--- src/rtl/uart_pkg.sv ---
// Shared UART definitions: data/address widths, default CPU register map,
// status bit positions and the receive-buffer FSM state type.
package uart_pkg;

    localparam int unsigned DATA_W     = 8;
    localparam int unsigned ADDR_W     = 4;
    localparam int unsigned NUM_SLOTS  = 4;
    localparam int unsigned SLOT_IDX_W = 2;
    localparam int unsigned CNT_W      = 3;

    // Default CPU register map: TX slots low, RX slots and RX status above them
    localparam logic [ADDR_W-1:0] TX_BASE_ADDR = 4'd0;
    localparam logic [ADDR_W-1:0] TX_LAST_ADDR = 4'd3;
    localparam logic [ADDR_W-1:0] RX_BASE_ADDR = 4'd10;
    localparam logic [ADDR_W-1:0] RX_STAT_ADDR = 4'd14;

    localparam int unsigned FULL_BIT = 0;
    localparam int unsigned OVR_BIT  = 1;
    localparam int unsigned CNT_BIT  = 2;

    typedef enum logic {
        ST_FILLING = 1'b0,
        ST_FULL    = 1'b1
    } rx_state_e;

    // Status byte layout: bit 2 is the MSB of the stored-byte count
    function automatic logic [DATA_W-1:0] rx_status(
        input logic [CNT_W-1:0] cnt,
        input logic             ovr,
        input logic             is_full
    );
        logic [DATA_W-1:0] s;
        s           = '0;
        s[FULL_BIT] = is_full;
        s[OVR_BIT]  = ovr;
        s[CNT_BIT]  = cnt[CNT_W-1];
        return s;
    endfunction

endpackage

--- src/rtl/rx_buffer.sv ---
// Four-byte UART receive frame buffer with CPU read port. A status read
// reports full/overrun and, when the frame is full, releases it for refill.
module rx_buffer
    import uart_pkg::*;
#(
    parameter logic [3:0] BASE_ADDR = RX_BASE_ADDR,
    parameter logic [3:0] STAT_ADDR = RX_STAT_ADDR
) (
    input  logic       clk,
    input  logic       reset_n,
    input  logic       rx_done,
    input  logic [7:0] rx_data,
    input  logic       rd,
    input  logic [3:0] address,
    output logic [7:0] r_data,
    output logic       full,
    output logic       overrun,
    output logic [2:0] count
);

    localparam int unsigned OFF_W = ADDR_W + 1;

    rx_state_e               state_q, state_d;
    logic [CNT_W-1:0]        count_q, count_d;
    logic                    full_q, full_d;
    logic                    overrun_q, overrun_d;
    logic [DATA_W-1:0]       r_data_q, r_data_d;
    logic [DATA_W-1:0]       slot_q [NUM_SLOTS];
    logic                    slot_we;
    logic [SLOT_IDX_W-1:0]   slot_widx;
    logic                    armed_q;

    logic                    rx_ev;
    logic                    rd_ev;
    logic                    slot_hit;
    logic                    stat_hit;
    logic [OFF_W-1:0]        slot_off;
    logic [SLOT_IDX_W-1:0]   slot_ridx;

    // Events on the first edge after reset release are dropped, which covers
    // a strobe that coincides with the deassertion edge.
    assign rx_ev     = rx_done && armed_q;
    assign rd_ev     = rd && armed_q;
    assign slot_off  = OFF_W'(address) - OFF_W'(BASE_ADDR);
    assign slot_hit  = rd_ev && (slot_off < OFF_W'(NUM_SLOTS));
    assign stat_hit  = rd_ev && (address == STAT_ADDR);
    assign slot_ridx = slot_off[SLOT_IDX_W-1:0];

    always_ff @(posedge clk or negedge reset_n) begin
        if (!reset_n) begin
            state_q <= ST_FILLING;
        end else begin
            state_q <= state_d;
        end
    end

    // Next state: a status read always wins over an incoming byte in FULL
    always_comb begin
        state_d = state_q;
        case (state_q)
            ST_FILLING: begin
                if (rx_ev && (count_q == CNT_W'(NUM_SLOTS - 1))) begin
                    state_d = ST_FULL;
                end
            end
            ST_FULL: begin
                if (stat_hit) begin
                    state_d = ST_FILLING;
                end
            end
            default: state_d = ST_FILLING;
        endcase
    end

    // Outputs and datapath next values; release happens before the store
    always_comb begin
        count_d   = count_q;
        full_d    = full_q;
        overrun_d = overrun_q;
        slot_we   = 1'b0;
        slot_widx = count_q[SLOT_IDX_W-1:0];
        case (state_q)
            ST_FILLING: begin
                if (stat_hit) begin
                    overrun_d = 1'b0;
                end
                if (rx_ev) begin
                    slot_we = 1'b1;
                    count_d = count_q + CNT_W'(1);
                    full_d  = (count_q == CNT_W'(NUM_SLOTS - 1));
                end
            end
            ST_FULL: begin
                if (stat_hit) begin
                    overrun_d = 1'b0;
                    full_d    = 1'b0;
                    count_d   = '0;
                    if (rx_ev) begin
                        slot_we   = 1'b1;
                        slot_widx = '0;
                        count_d   = CNT_W'(1);
                    end
                end else if (rx_ev) begin
                    overrun_d = 1'b1;
                end
            end
            default: begin
                count_d   = '0;
                full_d    = 1'b0;
                overrun_d = 1'b0;
            end
        endcase
    end

    // CPU read mux samples pre-edge state, so reads never see same-edge writes
    always_comb begin
        r_data_d = r_data_q;
        if (rd_ev) begin
            if (slot_hit) begin
                r_data_d = slot_q[slot_ridx];
            end else if (stat_hit) begin
                r_data_d = rx_status(count_q, overrun_q, full_q);
            end else begin
                r_data_d = '0;
            end
        end
    end

    always_ff @(posedge clk or negedge reset_n) begin
        if (!reset_n) begin
            count_q   <= '0;
            full_q    <= 1'b0;
            overrun_q <= 1'b0;
            r_data_q  <= '0;
            armed_q   <= 1'b0;
        end else begin
            count_q   <= count_d;
            full_q    <= full_d;
            overrun_q <= overrun_d;
            r_data_q  <= r_data_d;
            armed_q   <= 1'b1;
        end
    end

    // Slots survive a release; the next frame overwrites them in place
    always_ff @(posedge clk or negedge reset_n) begin
        if (!reset_n) begin
            for (int i = 0; i < NUM_SLOTS; i++) begin
                slot_q[i] <= '0;
            end
        end else if (slot_we) begin
            slot_q[slot_widx] <= rx_data;
        end
    end

    assign r_data  = r_data_q;
    assign full    = full_q;
    assign overrun = overrun_q;
    assign count   = count_q;

endmodule
--- config.mk ---
export PLATFORM = sky130hd
export DESIGN_NAME = rx_buffer
export DESIGN_NICKNAME = d
export VERILOG_FILES = /design/src/rtl/uart_pkg.sv /design/src/rtl/rx_buffer.sv
export SDC_FILE = /design/constraint.sdc
export NUM_CORES = 1
export LEC_CHECK = 0
export CAP_MARGIN = 20
export CORE_MARGIN = 2
export CORE_UTILIZATION = 61
export CTS_BUF_LIST = sky130_fd_sc_hd__clkbuf_4 sky130_fd_sc_hd__clkbuf_8
export DETAILED_ROUTE_END_ITERATION = 10
export HOLD_SLACK_MARGIN = 0.06
export PLACE_DENSITY = 0.94
export SKIP_CTS_REPAIR_TIMING = 1
export SLEW_MARGIN = 15
export SYNTH_ARGS = -nofsm -noshare
export SYNTH_HDL_FRONTEND = slang
export SYNTH_SLANG_ARGS = --single-unit
--- constraint.sdc ---
create_clock -name clk -period 4.65 [get_ports clk]
set_clock_uncertainty 0.1 [all_clocks]
set_input_delay 0.465 -clock clk [delete_from_list [all_inputs] [get_ports clk]]
set_output_delay 0.465 -clock clk [all_outputs]
set_load 0.01 [all_outputs]
==> results of run 1 <==
[stage by stage]
stage	cells	area [um2]
after floorplan	191	2365
after global placement	254	2635
after detailed placement	254	2635
after CTS	262	2751
after global routing	264	2781
final	264	2781
[layout make-up]
| type | instances | area [um2] |
|---|---|---|
| fillers | 258 | 907.1 |
| multi-input cells | 126 | 1105 |
| clock inverters | 3 | 47.55 |
| inverters | 5 | 18.77 |
| clock buffers | 5 | 68.82 |
| well taps | 48 | 60.06 |
| repair buffers | 30 | 305.3 |
| flip-flops and latches | 47 | 1176 |
[state kept, by name, summed over array words and instances, names as in the netlist]
| name | flops |
|---|---|
| r_data | 8 |
| state_q | 1 |
| slot_q | 32 |
| count | 3 |
| overrun | 1 |
| armed_q | 1 |
| full | 1 |
[worst max-delay path by stage]
stage / slack (ns) / cells after the start / end / start
final: 2.23 / 4 / slot_q[31]$_DFFE_PN0P_ / address[0]
after global routing: 2.04 / 4 / slot_q[31]$_DFFE_PN0P_ / address[0]
after CTS: 2.20 / 4 / slot_q[31]$_DFFE_PN0P_ / address[0]
after detailed placement: 1.88 / 4 / slot_q[31]$_DFFE_PN0P_ / address[0]
after global placement: 1.93 / 4 / slot_q[31]$_DFFE_PN0P_ / address[0]
after floorplan: 2.75 / 7 / r_data[0]$_DFFE_PN0P_ / address[1]
[cells by family (layout without fill, tap and decap cells)]
group,Yosys count,in the layout
flip-flops,47,47
AND/OR/NAND/NOR,53,53
AO/OA/AOI/OAI,35,35
other,1,1
buffers and inverters,18,43
adder cells (fa/ha/maj),3,3
multiplexers,34,34
[layer usage]
layer	wire [um]	part of all wire [%]	vias up	global-route usage (%)
met2	2319	48	42	37.00
met1	2222	46	854	33.90
met4	64	1.3	0	7.908
li1	-	-	779	-
met3	203	4.2	10	5.451
met5	0	0	-	0
[worst register-to-register path: stages, from the launching register on]
cell and delay, ns:
sky130_fd_sc_hd__dfrtp_1 0.70, sky130_fd_sc_hd__nand3_1 0.53, sky130_fd_sc_hd__o211a_1 0.38, sky130_fd_sc_hd__or3_1 0.36
[cell usage after synthesis (3+ instances only)]
| cell type | instances |
|---|---|
| sky130_fd_sc_hd__inv_1 | 5 |
| sky130_fd_sc_hd__ha_1 | 3 |
| sky130_fd_sc_hd__buf_2 | 7 |
| sky130_fd_sc_hd__or3_1 | 9 |
| sky130_fd_sc_hd__a22o_1 | 5 |
| sky130_fd_sc_hd__o21ai_0 | 5 |
| sky130_fd_sc_hd__a2bb2oi_1 | 7 |
| sky130_fd_sc_hd__mux4_2 | 8 |
| sky130_fd_sc_hd__o211ai_1 | 7 |
| sky130_fd_sc_hd__nand3_1 | 21 |
| sky130_fd_sc_hd__nand2_1 | 9 |
| sky130_fd_sc_hd__clkbuf_1 | 4 |
| sky130_fd_sc_hd__dfrtp_1 | 47 |
| sky130_fd_sc_hd__o22ai_1 | 3 |
| sky130_fd_sc_hd__mux2_2 | 24 |
| sky130_fd_sc_hd__and2_1 | 3 |
| sky130_fd_sc_hd__o311ai_0 | 3 |
[power by group through the flow]
| stage | sequential, mW | combinational [mW] | clock, mW |
|---|---|---|---|
| 2_1_floorplan | 0.662 | 0.338 | 0 |
| 3_3_place_gp | 0.684 | 0.448 | 0 |
| 4_1_cts | 0.688 | 0.471 | 0.312 |
| 6_report | 0.691 | 0.471 | 0.311 |
| 3_5_place_dp | 0.694 | 0.468 | 0 |
| 5_1_grt | 0.707 | 0.511 | 0.335 |
==> flow_summary_export.csv, run 1 <==
group,metric,value,unit
power,p_int,1.013,mW
floorplan,initial_standard_cell_utilization_of_the_core,64.11,%
floorplan,core_area,0.003689,mm2
cts,cts.clk_slew.worst_paths,0.10,ns
global_routing,globalRoute.totalOverflow,0,
finish,layout.cells.most_common_list,"sky130_fd_sc_hd__dfrtp_1, sky130_fd_sc_hd__clkdlybuf4s50_1, sky130_fd_sc_hd__mux2_2",
outcome,outcome,"finished clean",
timing,fin_worst_hold_slack,0.4118,ns
setup_path,timing.reg2reg.setup_slack,2.48,ns
placement,weighted_congestion_at_the_end_of_routability_driven_global_placement,0.8128,
yosys,synthDominantAreaCellType,"sky130_fd_sc_hd__dfrtp_1",
yosys,synthesized_net_count,210,
power,p_switching,461.0,uW
route,drt-vias-per-instance,6.383,
setup_path,cp_cell_sequence,"clkdlybuf4s50_1, nand4b_2, o211a_1, or3_1",
route,wl_per_cell,18.22,um
timing,fin_ws,2.233,ns
yosys,post_synth_fa_ha_maj_area_fraction,1.587,%
timing,achievable-frequency,413.7,MHz
finish,final_net_count,234,
floorplan,io_pins,29,
setup_path,critical-path-max-stage-delay,0.73,ns
placement,hpwlAfterDp,3291,um
finish,antennaDiodeCount,0,
floorplan,die_height,66.26,um
timing,setup_viol,0,
cts,cts_tree,"built",
yosys,async_flop_share,100.0,%
finish,layout_commonest_cell,"sky130_fd_sc_hd__dfrtp_1",
power,pwr-share-comb,32.0,%
setup_path,criticalPathCategory,"in -> reg",
yosys,post_synth_num_cell_types,33,
global_routing,antenna_found_initial,0,
timing,final.period_utilization,51.99,%
setup_path,critical-path-slowest-cell,"sky130_fd_sc_hd__clkdlybuf4s50_1",
yosys,synth_cell_area,0.002365,mm2
yosys,ys_warn_count,0,
timing,final_slew_violations,0,
setup_path,critical_path_start_type,"primary input",
yosys,synth_compound_gate_area_share,11.32,%
global_routing,pin_count_of_the_biggest_net_entering_global_routing,48,
min_path,timing.hold.worst.class,"reg -> reg",
cts,cts_root_buf,"sky130_fd_sc_hd__clkbuf_8",
floorplan,dieWidth,66.26,um
yosys,ys_top_cells_by_area,"sky130_fd_sc_hd__dfrtp_1, sky130_fd_sc_hd__mux2_2, sky130_fd_sc_hd__mux4_2",
yosys,ys_seq_area_share,49.74,%
setup_path,worst-path-max-fanout,19,
timing,final_period_minus_worst_setup_slack,2.417,ns
setup_path,r2r-start,"armed_q$_DFF_PN0_",
cts,clock_latency,0.31,ns
floorplan,design.die.area,0.004390,mm2
timing,rsz0062_at_grt,"false",
global_routing,groute.usage.overall,24.06,%
min_path,worst_hold_path.num_cells,1,
global_routing,grt_pass1_wl,7852,um
route,route.detailed.drc,0,
timing,worst_slew_pin_slew,0.6410,ns
cts,clk_path_buf_depth,2,
route,drt_first_pass_iters,4,
route,detail-route-antenna-nets,0,
finish,layout.core_utilization,75.41,%
power,peakVddDrop,320.3,uV
cts,cts.htree.levels,2,
power,post_layout_power,1.474,mW
min_path,min_to,"slot_q[5]$_DFFE_PN0P_",
yosys,synth-seq-cells,47,
flow_run,max_cap_viol_count,0,
power,total_leakage_power,1.128,nW
route,route.vias.total,1685,
yosys,synth_top_family_by_area,"multiplexers",
route,first_drt_iteration_drcs,154,
setup_path,crit_buf_inv,1,
finish,post_route_cells_drive_above_1_share,21.76,%
setup_path,reg2reg_depth,3,
yosys,synth_largest_type_area_fraction,49.74,%
power,power.share.switching,31.29,%
route,detailed_route_wire_length,4810,um
min_path,timing.hold.worst.start,"slot_q[5]$_DFFE_PN0P_",
yosys,share_of_synthesized_cell_area_in_and_or_nand_and_nor_gates,13.76,%
yosys,synthMuxAreaShare,19.89,%
setup_path,worst_path_dominant_cell_family,"simple AND/OR/NAND/NOR gates",
setup_path,worst_ep_required_time,4.75,ns
yosys,synth_ff_type,"sky130_fd_sc_hd__dfrtp_1",
yosys,synth_edf_count,0,
cts,cts_sinks,47,
yosys,netlist_instances,191,
setup_path,worst_ep_arrival_time,2.52,ns
finish,areaGrowthSynthToFinish,17.62,%
power,power_density,529.8,mW/mm2
setup_path,r2r-end,"slot_q[31]$_DFFE_PN0P_",
power,share_clk_of_total_power,21.1,%
timing,fin_setup_tns,0,ns
placement,dpl_worst_slack,1.875,ns
power,seq_power_share,46.9,%
yosys,synthXorXnorAreaFrac,0,%
cts,cts_buffers,5,
timing,finalHoldViolations,0,
timing,worst_slew_margin_rel,57.09,%
global_routing,grt_pass1_vias,1598,
placement,placement.io_buffers,28,
floorplan,floorplan.rows,22,
yosys,syn_area_per_cell,12.38,um2
setup_path,timing.critical_path.to_type,"flip-flop",
Note: power is estimated with default switching activity, not from simulation.
==> run 2, diff against run 1 <==
CORE_UTILIZATION = 57   (was 61)
PLACE_DENSITY = 0.89   (was 0.94)
clock period = 2.4 ns   (was 4.65 ns; I/O delays follow)
==> run 2 against run 1 <==
  * First-iteration DRC count is 31% lower
  * Sequential power increased by 92%
  * Largest cell class unchanged
  * Non-clock buffer count increased by 11
  * Worst setup slack got worse by 1.8 ns
  * Combinational power rose by 98%
==> flow_summary_export.csv, run 2 (same netlist as run 1, synthesis figures left out) <==
group,metric,value,unit
timing,setup_viol,0,
setup_path,r2r-start,"armed_q$_DFF_PN0_",
setup_path,worst_ep_required_time,2.49,ns
power,p_int,1.902,mW
outcome,outcome,"finished clean",
power,share_clk_of_total_power,18.2,%
setup_path,critical_path_start_type,"flip-flop",
placement,placement.io_buffers,28,
route,wl_per_cell,17.81,um
timing,finalHoldViolations,0,
route,drt_first_pass_iters,4,
route,detail-route-antenna-nets,0,
placement,placedCellCount,268,
finish,layout_commonest_cell,"sky130_fd_sc_hd__dfrtp_1",
power,power.share.switching,31.35,%
timing,rsz0062_at_grt,"false",
cts,cts_root_buf,"sky130_fd_sc_hd__clkbuf_8",
finish,multi_input_area,0.001105,mm2
cts,cts.htree.levels,2,
floorplan,io_pins,29,
finish,largest_register,"slot_q",
power,seq_power_share,48.1,%
min_path,timing.hold.worst.class,"in -> async",
placement,weighted_congestion_at_the_end_of_routability_driven_global_placement,0.8581,
cts,cts_tree,"built",
power,pwr-share-comb,33.6,%
cts,cts_sinks,47,
route,detailed_route_wire_length,4932,um
timing,final_period_minus_worst_setup_slack,1.949,ns
setup_path,reg2reg_depth,4,
global_routing,groute.usage.overall,24.15,%
cts,cts_buffers,5,
setup_path,worst_ep_arrival_time,2.04,ns
flow_run,max_cap_viol_count,0,
setup_path,worst-path-max-fanout,16,
power,total_leakage_power,1.165,nW
finish,post_route_cells_drive_above_1_share,25.55,%
floorplan,floorplan.rows,23,
finish,register_area,0.001176,mm2
power,peakVddDrop,512.3,uV
finish,nFillCells,287,
timing,worst_slew_margin_rel,56.90,%
power,post_layout_power,2.771,mW
timing,worst_slew_pin_slew,0.6465,ns
global_routing,pin_count_of_the_biggest_net_entering_global_routing,31,
floorplan,dieWidth,68.41,um
floorplan,core_area,0.004000,mm2
global_routing,globalRoute.totalOverflow,0,
power,power_density,976.7,mW/mm2
placement,hpwlAfterDp,3592,um
global_routing,grt_pass1_vias,1628,
timing,achievable-frequency,513.1,MHz
cts,clk_path_buf_depth,2,
finish,layout.cells.most_common_list,"sky130_fd_sc_hd__dfrtp_1, sky130_fd_sc_hd__clkdlybuf4s50_1, sky130_fd_sc_hd__mux2_2",
global_routing,antenna_found_initial,0,
finish,largest_register_ffs,32,
setup_path,timing.critical_path.from,"armed_q$_DFF_PN0_",
floorplan,design.die.area,0.004680,mm2
route,drt-vias-per-instance,6.213,
route,first_drt_iteration_drcs,106,
global_routing,grt_pass1_wl,8059,um
timing,final.period_utilization,81.20,%
finish,areaGrowthSynthToFinish,19.95,%
setup_path,timing.critical_path.to_type,"flip-flop",
finish,layout.cells.non_filler,277,
power,p_switching,868.6,uW
floorplan,die_height,68.41,um
finish,final_net_count,245,
floorplan,initial_standard_cell_utilization_of_the_core,59.12,%
route,route.vias.total,1721,
timing,fin_setup_tns,0,ns
setup_path,criticalPathCategory,"reg -> reg",
timing,final_slew_violations,0,
route,route.detailed.drc,0,
cts,clock_latency,0.30,ns
finish,antennaDiodeCount,0,
cts,cts.clk_slew.worst_paths,0.08,ns
run 2: power groups by stage:
stage	Sequential [mW]	Combinational [mW]	Clock, mW
detailed placement	1.35	0.937	0
global placement	1.33	0.898	0
floorplan	1.28	0.655	0
CTS	1.33	0.941	0.516
global route	1.37	1.02	0.558
finish	1.33	0.932	0.505
run 2: stage by stage:
stage	setup slack, ns	area [um2]	utilization, %	hold WS [ns]
global placement	0.3092	2728	68.19	0.2149
CTS	0.4636	2826	70.66	-0.1176
global route	0.3187	2836	70.91	0.4296
detailed placement	0.2695	2728	68.19	0.2145
finish	0.4512	2836	70.91	0.3896
floorplan	0.7270	2365	-	-0.1556
run 2: cell type report:
class                      instances  area share (%)
sequential                        47           41.46
multi-input combinational        126           38.95
timing repair buffer              41           13.23
clock buffer                       6           2.911
tap                               50           2.206
inverter                           5          0.6617
clock inverter                     2          0.5734
run 2: worst paths after layout:
path                                     endpoint  slack, ns
max in group asynchronous  slot_q[12]$_DFFE_PN0P_       1.21
hold / removal                  armed_q$_DFF_PN0_       0.39
setup / recovery           slot_q[12]$_DFFE_PN0P_       0.45
hold reg to reg             r_data[4]$_DFFE_PN0P_       0.41
setup reg to reg           slot_q[12]$_DFFE_PN0P_       0.45
min in group clk            r_data[4]$_DFFE_PN0P_       0.41
run 2: critical path, stage by stage, from the launching register on:
cell and delay (ns):
sky130_fd_sc_hd__dfrtp_1 0.72, sky130_fd_sc_hd__nand2_4 0.19, sky130_fd_sc_hd__nor4b_4 0.27, sky130_fd_sc_hd__buf_4 0.21, sky130_fd_sc_hd__mux2_2 0.35
run 2: routing by layer:
metal	track usage, %	vias to the layer above	wire (um)
met5	0	-	0
met4	8.500	0	69
met3	5.099	7	249
met2	36.90	49	2460
met1	34.05	867	2153
li1	-	798	-
==> run 3, diff against run 2 <==
clock period = 2 ns   (was 2.4 ns; I/O delays follow)
==> run 3 against run 2 <==
  * Global-route usage grew 2.4 points
  * First-iteration DRC count grew 140%
  * Clock power grew 15%
  * Register-to-register slack lost 0.25 ns
  * Hold slack lost 0.070 ns
  * Clock-buffer cell count is the same
  * Combinational power grew 24%
  * Fmax grew 8.5%
  * Sequential power grew 21%
  * Via count grew 4.0%
  * Die area is the same
  * Sequential cell count is the same
  * Largest cell class unchanged
==> flow_summary_export.csv, run 3 (same netlist as run 1, synthesis figures left out) <==
group,metric,value,unit
timing,final.period_utilization,89.80,%
timing,finalHoldViolations,0,
cts,cts_sinks,47,
setup_path,criticalPathCategory,"reg -> reg",
setup_path,critical-path-slowest-cell,"sky130_fd_sc_hd__dfrtp_1",
route,drt-vias-per-instance,6.370,
route,route.vias.total,1790,
cts,clk_path_buf_depth,2,
finish,layout.cells.most_common_list,"sky130_fd_sc_hd__dfrtp_1, sky130_fd_sc_hd__clkdlybuf4s50_1, sky130_fd_sc_hd__mux2_2",
setup_path,critical-path-max-stage-delay,0.60,ns
finish,largest_register,"slot_q",
global_routing,antenna_found_initial,0,
min_path,timing.hold.worst.class,"in -> async",
global_routing,grt_pass1_vias,1773,
floorplan,design.die.area,0.004680,mm2
finish,final_net_count,249,
flow_run,max_cap_viol_count,0,
power,p_switching,1.068,mW
finish,largest_register_ffs,32,
floorplan,core_area,0.004000,mm2
power,p_int,2.281,mW
setup_path,worst_ep_required_time,2.07,ns
finish,layout.cells.non_filler,281,
setup_path,worst_ep_arrival_time,1.86,ns
cts,cts_buffers,5,
timing,fin_setup_tns,0,ns
timing,worst_slew_margin_rel,61.57,%
placement,placement.io_buffers,28,
floorplan,floorplan.rows,23,
finish,areaGrowthSynthToFinish,22.38,%
power,peakVddDrop,574.1,uV
global_routing,grt_pass1_wl,8901,um
global_routing,pin_count_of_the_biggest_net_entering_global_routing,26,
route,route.detailed.drc,0,
finish,post_route_cells_drive_above_1_share,26.84,%
finish,layout_commonest_cell,"sky130_fd_sc_hd__dfrtp_1",
cts,cts_tree,"built",
power,power.share.switching,31.89,%
floorplan,dieWidth,68.41,um
cts,clock_latency,0.30,ns
finish,antennaDiodeCount,0,
cts,cts.htree.levels,2,
route,detailed_route_wire_length,5293,um
power,total_leakage_power,1.194,nW
placement,hpwlAfterDp,3718,um
placement,placedCellCount,272,
route,detail-route-antenna-nets,0,
cts,cts_root_buf,"sky130_fd_sc_hd__clkbuf_8",
power,share_clk_of_total_power,17.4,%
power,post_layout_power,3.349,mW
setup_path,worst-path-max-fanout,11,
route,first_drt_iteration_drcs,254,
setup_path,cp_cell_sequence,"buf_4, nand2_1, nor2_1, o22ai_1",
timing,setup_viol,0,
floorplan,die_height,68.41,um
timing,worst_slew_pin_slew,0.5764,ns
timing,rsz0062_at_grt,"false",
power,power_density,1157,mW/mm2
floorplan,initial_standard_cell_utilization_of_the_core,59.12,%
cts,cts.clk_slew.worst_paths,0.09,ns
floorplan,io_pins,29,
setup_path,critical_path_start_type,"flip-flop",
timing,achievable-frequency,556.8,MHz
placement,placedInstanceArea,0.002795,mm2
power,pwr-share-comb,34.7,%
timing,final_slew_violations,0,
setup_path,reg2reg_depth,4,
outcome,outcome,"finished clean",
global_routing,globalRoute.totalOverflow,0,
placement,weighted_congestion_at_the_end_of_routability_driven_global_placement,0.8608,
power,seq_power_share,48.0,%
global_routing,groute.usage.overall,26.53,%
finish,post-route-cell-area,0.002894,mm2
timing,final_period_minus_worst_setup_slack,1.796,ns
route,drt_first_pass_iters,4,
route,wl_per_cell,18.84,um
setup_path,timing.critical_path.to_type,"flip-flop",
[run 3: cell count changes in the layout (fill, tap and decap cells not counted), sizes merged]
cell	previous run	this run
buf	13	17
[run 3: power by group through the flow]
stage | combinational [mW] | clock, mW | sequential (mW)
CTS | 1.17 | 0.591 | 1.60
global placement | 1.11 | 0 | 1.59
floorplan | 0.786 | 0 | 1.54
global route | 1.27 | 0.638 | 1.65
detailed placement | 1.16 | 0 | 1.62
finish | 1.16 | 0.581 | 1.61
[run 3: area by class of cell]
cell class              instances  area, um2
repair buffers                 45      442.9
well taps                      50      62.56
inverters                       5      18.77
multi-input cells             126       1105
clock inverters                 2      12.51
flip-flops and latches         47       1176
fillers                       290       1106
clock buffers                   6      76.32
[run 3: metal layers]
metal	vias to the layer above	GRT usage, %	wire length [um]
met5	-	0	0
met4	0	10.75	85
met3	9	5.263	359
met2	70	39.90	2668
met1	912	37.58	2179
li1	799	-	-
[run 3: critical path, delay by kind of cell, from the launching register on]
family / cells / cell delay [ns]
buffers and inverters: 1 / 0.25
DFF: 1 / 0.60
and+or+nand+nor: 2 / 0.60
AOI/OAI and AO/OA: 1 / 0.12
[run 3: worst paths after layout]
kind | start | to | slack, ns
min in group clk | r_data[7]$_DFFE_PN0P_ | r_data[7]$_DFFE_PN0P_ | 0.41
setup / recovery | armed_q$_DFF_PN0_ | count[1]$_DFFE_PN0P_ | 0.20
hold / removal | reset_n | slot_q[26]$_DFFE_PN0P_ | 0.32
hold reg to reg | r_data[7]$_DFFE_PN0P_ | r_data[7]$_DFFE_PN0P_ | 0.41
max in group asynchronous | reset_n | r_data[3]$_DFFE_PN0P_ | 0.95
setup reg to reg | armed_q$_DFF_PN0_ | count[1]$_DFFE_PN0P_ | 0.20
[run 3: metrics by stage]
step                      setup WS [ns]  hold WS, ns  util (%)
final                            0.2040       0.3197     72.35
after global routing            0.07994       0.3690     72.35
after CTS                        0.2137      -0.2075     72.10
after detailed placement       0.008605       0.1296     69.88
after global placement          0.05482       0.1160     69.88
after floorplan                  0.3271      -0.1956         -
==> variant 1, RTL diff (settings of run 1) <==
`NUM_SLOTS`: 4 -> 8.
--- a/src/rtl/uart_pkg.sv
+++ b/src/rtl/uart_pkg.sv
@@ -5,5 +5,5 @@
     localparam int unsigned DATA_W     = 8;
     localparam int unsigned ADDR_W     = 4;
-    localparam int unsigned NUM_SLOTS  = 4;
+    localparam int unsigned NUM_SLOTS  = 8;
     localparam int unsigned SLOT_IDX_W = 2;
     localparam int unsigned CNT_W      = 3;
Behaviour: not the same (Yosys sat finds a counterexample within 4 cycles, from zero or initial values and one cycle with reset_n low).
==> variant 1 against run 1 <==
Sequential cell count unchanged; maximum frequency shrank 8.2%; cell area decreased by 4.7%; non-clock buffer count unchanged; synthesized area decreased by 5.0%; sequential share of layout area grew 2.1 points; utilization fell by 1.9 points; combinational power increased by 4.2%; via count down 4.9%; setup slack lost 0.22 ns; wire length shrank 4.3%; total power shrank 2.0%; critical path type unchanged; largest power group unchanged.
==> variant 1: results <==
{
  "status": "finished, final reports clean",
  "area_growth_pct": 17.9,
  "dp_slack_ns": 1.74,
  "r2r-end": "slot_q[42]",
  "synthAdderAreaFrac_pct": 1.11,
  "whs_ns": 0.393,
  "r2r_setup_slack_ns": 2.34,
  "drt_first_iter_violations": 66,
  "yosys-top-cells-count": "dfrtp_1, mux2_2, nand3_1, or3_1",
  "multi_input_comb_cells": 113,
  "max_slew_margin_pct": 54.6,
  "wl_um": 4600,
  "hp-start": "overrun",
  "nNonClkInverters": 1,
  "num_vias": 1602,
  "nFillCells": 250,
  "holdPathStages": 2,
  "multi_input_area_share_pct": 38.3,
  "worstHoldEndpoint": "overrun",
  "place_inst": 237,
  "synth_compound_area_share_pct": 11.1,
  "synth_area_per_cell_um2": 13.1,
  "post_dp_cell_area_um2": 2530,
  "muxShareOfSynthArea_pct": 21.8,
  "ir_drop_uv": 401,
  "clk_share_pct": 3.35,
  "cts.reportedPaths.clkPinSlew_ns": 0.08,
  "p_leak_uw": 0.00105,
  "syn_nets": 190
}
## variant 1: per-layer routing
layer / GRT usage, % / wire, um / vias to the layer above
li1: - / - / 716
met1: 31.2 / 1860 / 814
met2: 40.4 / 2330 / 61
met3: 5.73 / 309 / 11
met4: 10.4 / 104 / 0
met5: 0 / 0 / -
## variant 1: power breakdown
part	internal, uW	switching [uW]
Clock	111	134
Sequential	574	133
Combinational	310	181
## variant 1: worst max-delay path by stage
| stage | from | end | slack [ns] | cells past startpoint |
|---|---|---|---|---|
| after CTS | address[0] | slot_q[58] | 2.06 | 4 |
| after floorplan | rx_done | slot_q[40] | 2.91 | 4 |
| final | rx_done | slot_q[42] | 2.02 | 4 |
| after detailed placement | address[0] | slot_q[58] | 1.74 | 4 |
| after global placement | address[0] | slot_q[58] | 1.85 | 4 |
| after global routing | address[0] | slot_q[58] | 1.91 | 4 |
## variant 1: worst max-delay path, delay by kind of cell
kind,cells,cell delay (ns)
muxes,1,0.41
and+or+nand+nor,2,1.11
buffers and inverters,1,0.72
==> variant 2, RTL diff (flow settings as in run 1) <==
Made on the original files. `r_data_q` no longer has a reset.
--- a/src/rtl/rx_buffer.sv
+++ b/src/rtl/rx_buffer.sv
@@ -132,5 +132,4 @@
             full_q    <= 1'b0;
             overrun_q <= 1'b0;
-            r_data_q  <= '0;
             armed_q   <= 1'b0;
         end else begin
@@ -138,7 +137,10 @@
             full_q    <= full_d;
             overrun_q <= overrun_d;
-            r_data_q  <= r_data_d;
             armed_q   <= 1'b1;
         end
+    end
+
+    always_ff @(posedge clk) begin
+        r_data_q <= r_data_d;
     end
 
Check against the original RTL: differs if reset_n is asserted again (counterexample within 4 cycles, from zero or initial values and one cycle with reset_n low); with reset_n held inactive, the same outputs for 10 cycles.
==> variant 2 against run 1 <==
Sequential power rose by 0.9%; register-to-register slack got worse by 0.43 ns; sequential cell count did not move; die area fell by 0.84%; wire length rose by 3.0%; synthesized area fell by 0.90%; cell count fell by 3.8%; setup slack got worse by 0.22 ns; total power fell by 5.5%; cell area fell by 1.8%; count of clock-buffer cells in the layout did not move; non-clock buffer count fell by 1; critical endpoint unchanged; largest cell class unchanged.
==> variant 2: results <==
{
  "status": "finished, final reports clean",
  "r2r_setup_slack_ns": 2.05,
  "clk_share_pct": 3.25,
  "yosysUniqueCellTypes": 34,
  "multi_input_comb_cells": 117,
  "grt_max_degree": 40,
  "worstPathMaxFanout": 16,
  "dr.pass1.iters": 5,
  "nFillCells": 250,
  "grt_usage_pct": 26.6,
  "ir_drop_uv": 334,
  "buffers": 29,
  "dp_slack_ns": 1.69,
  "yosys-top-cells-count": "dfrtp_1, mux2_2, nand3_1, or3_1",
  "drt-vias-per-instance": 6.47,
  "final_cells": 254,
  "arrival_ns": 2.73,
  "hp-start": "slot_q[20]",
  "cts.reportedPaths.clkPinSlew_ns": 0.08,
  "multi_input_area_share_pct": 38.8,
  "r2r-end": "count[0]",
  "synth-edff-count": 8,
  "whs_ns": 0.416,
  "synth_seq_area_share_pct": 51.9,
  "wl_per_cell_um": 19.5,
  "dp_hpwl_um": 3460
}
==> variant 2: cell count changes after synthesis, sizes merged, moves of 2 or more <==
cell	change
dfrtp	-8
o21ai	-3
nand3	-4
buf	-3
a22o	-2
o311ai	-3
and2	+4
nand2	-4
edfxtp	+8
==> variant 2: logic make-up (layout without fill, tap and decap cells) <==
group                    after synthesis  count (layout)  synth area share, %
AO/OA/AOI/OAI                         28              28                 9.66
adder cells (fa/ha/maj)                3               3                 1.60
buffers and inverters                 16              42                 2.88
flip-flops                            47              47                 51.9
multiplexers                          35              35                 20.5
other                                  1               1                0.160
AND/OR/NAND/NOR                       50              50                 13.3
==> variant 2: critical path: cells and delay by family <==
family / cells / cell delay (ns)
AO/OA/AOI/OAI: 1 / 0.41
buffers and inverters: 1 / 0.76
AND/OR/NAND/NOR: 2 / 1.09
==> variant 2: metrics by stage <==
step	power (uW)	area, um^2
final	1390	2730
after global routing	1470	2730
after CTS	1390	2730
after detailed placement	1150	2640
after global placement	1110	2640
after floorplan	1000	2340
==> variant 2: worst max path at each step <==
stage	start	to	slack, ns
after floorplan	address[1]	r_data[2]	2.85
after global placement	address[0]	slot_q[31]	1.81
after detailed placement	address[0]	slot_q[31]	1.69
after CTS	address[0]	slot_q[31]	2.01
after global routing	address[0]	slot_q[31]	1.84
final	address[0]	slot_q[31]	2.01
==> variant 2: power breakdown <==
part / internal [uW] / total, uW / switching (uW) / leakage (uW)
registers: 568 / 697 / 130 / 0.000529
clock network: 105 / 242 / 138 / 0.0000402
logic: 276 / 453 / 177 / 0.000478
total: 948 / 1390 / 444 / 0.00105
==> variant 2: routing by layer <==
metal,track usage [%],part of all wire [%],up-vias
met1,35.2,39,827
li1,-,-,739
met2,42.4,52,68
met5,0,0,-
met4,6.89,1.7,0
met3,9.20,7.4,10
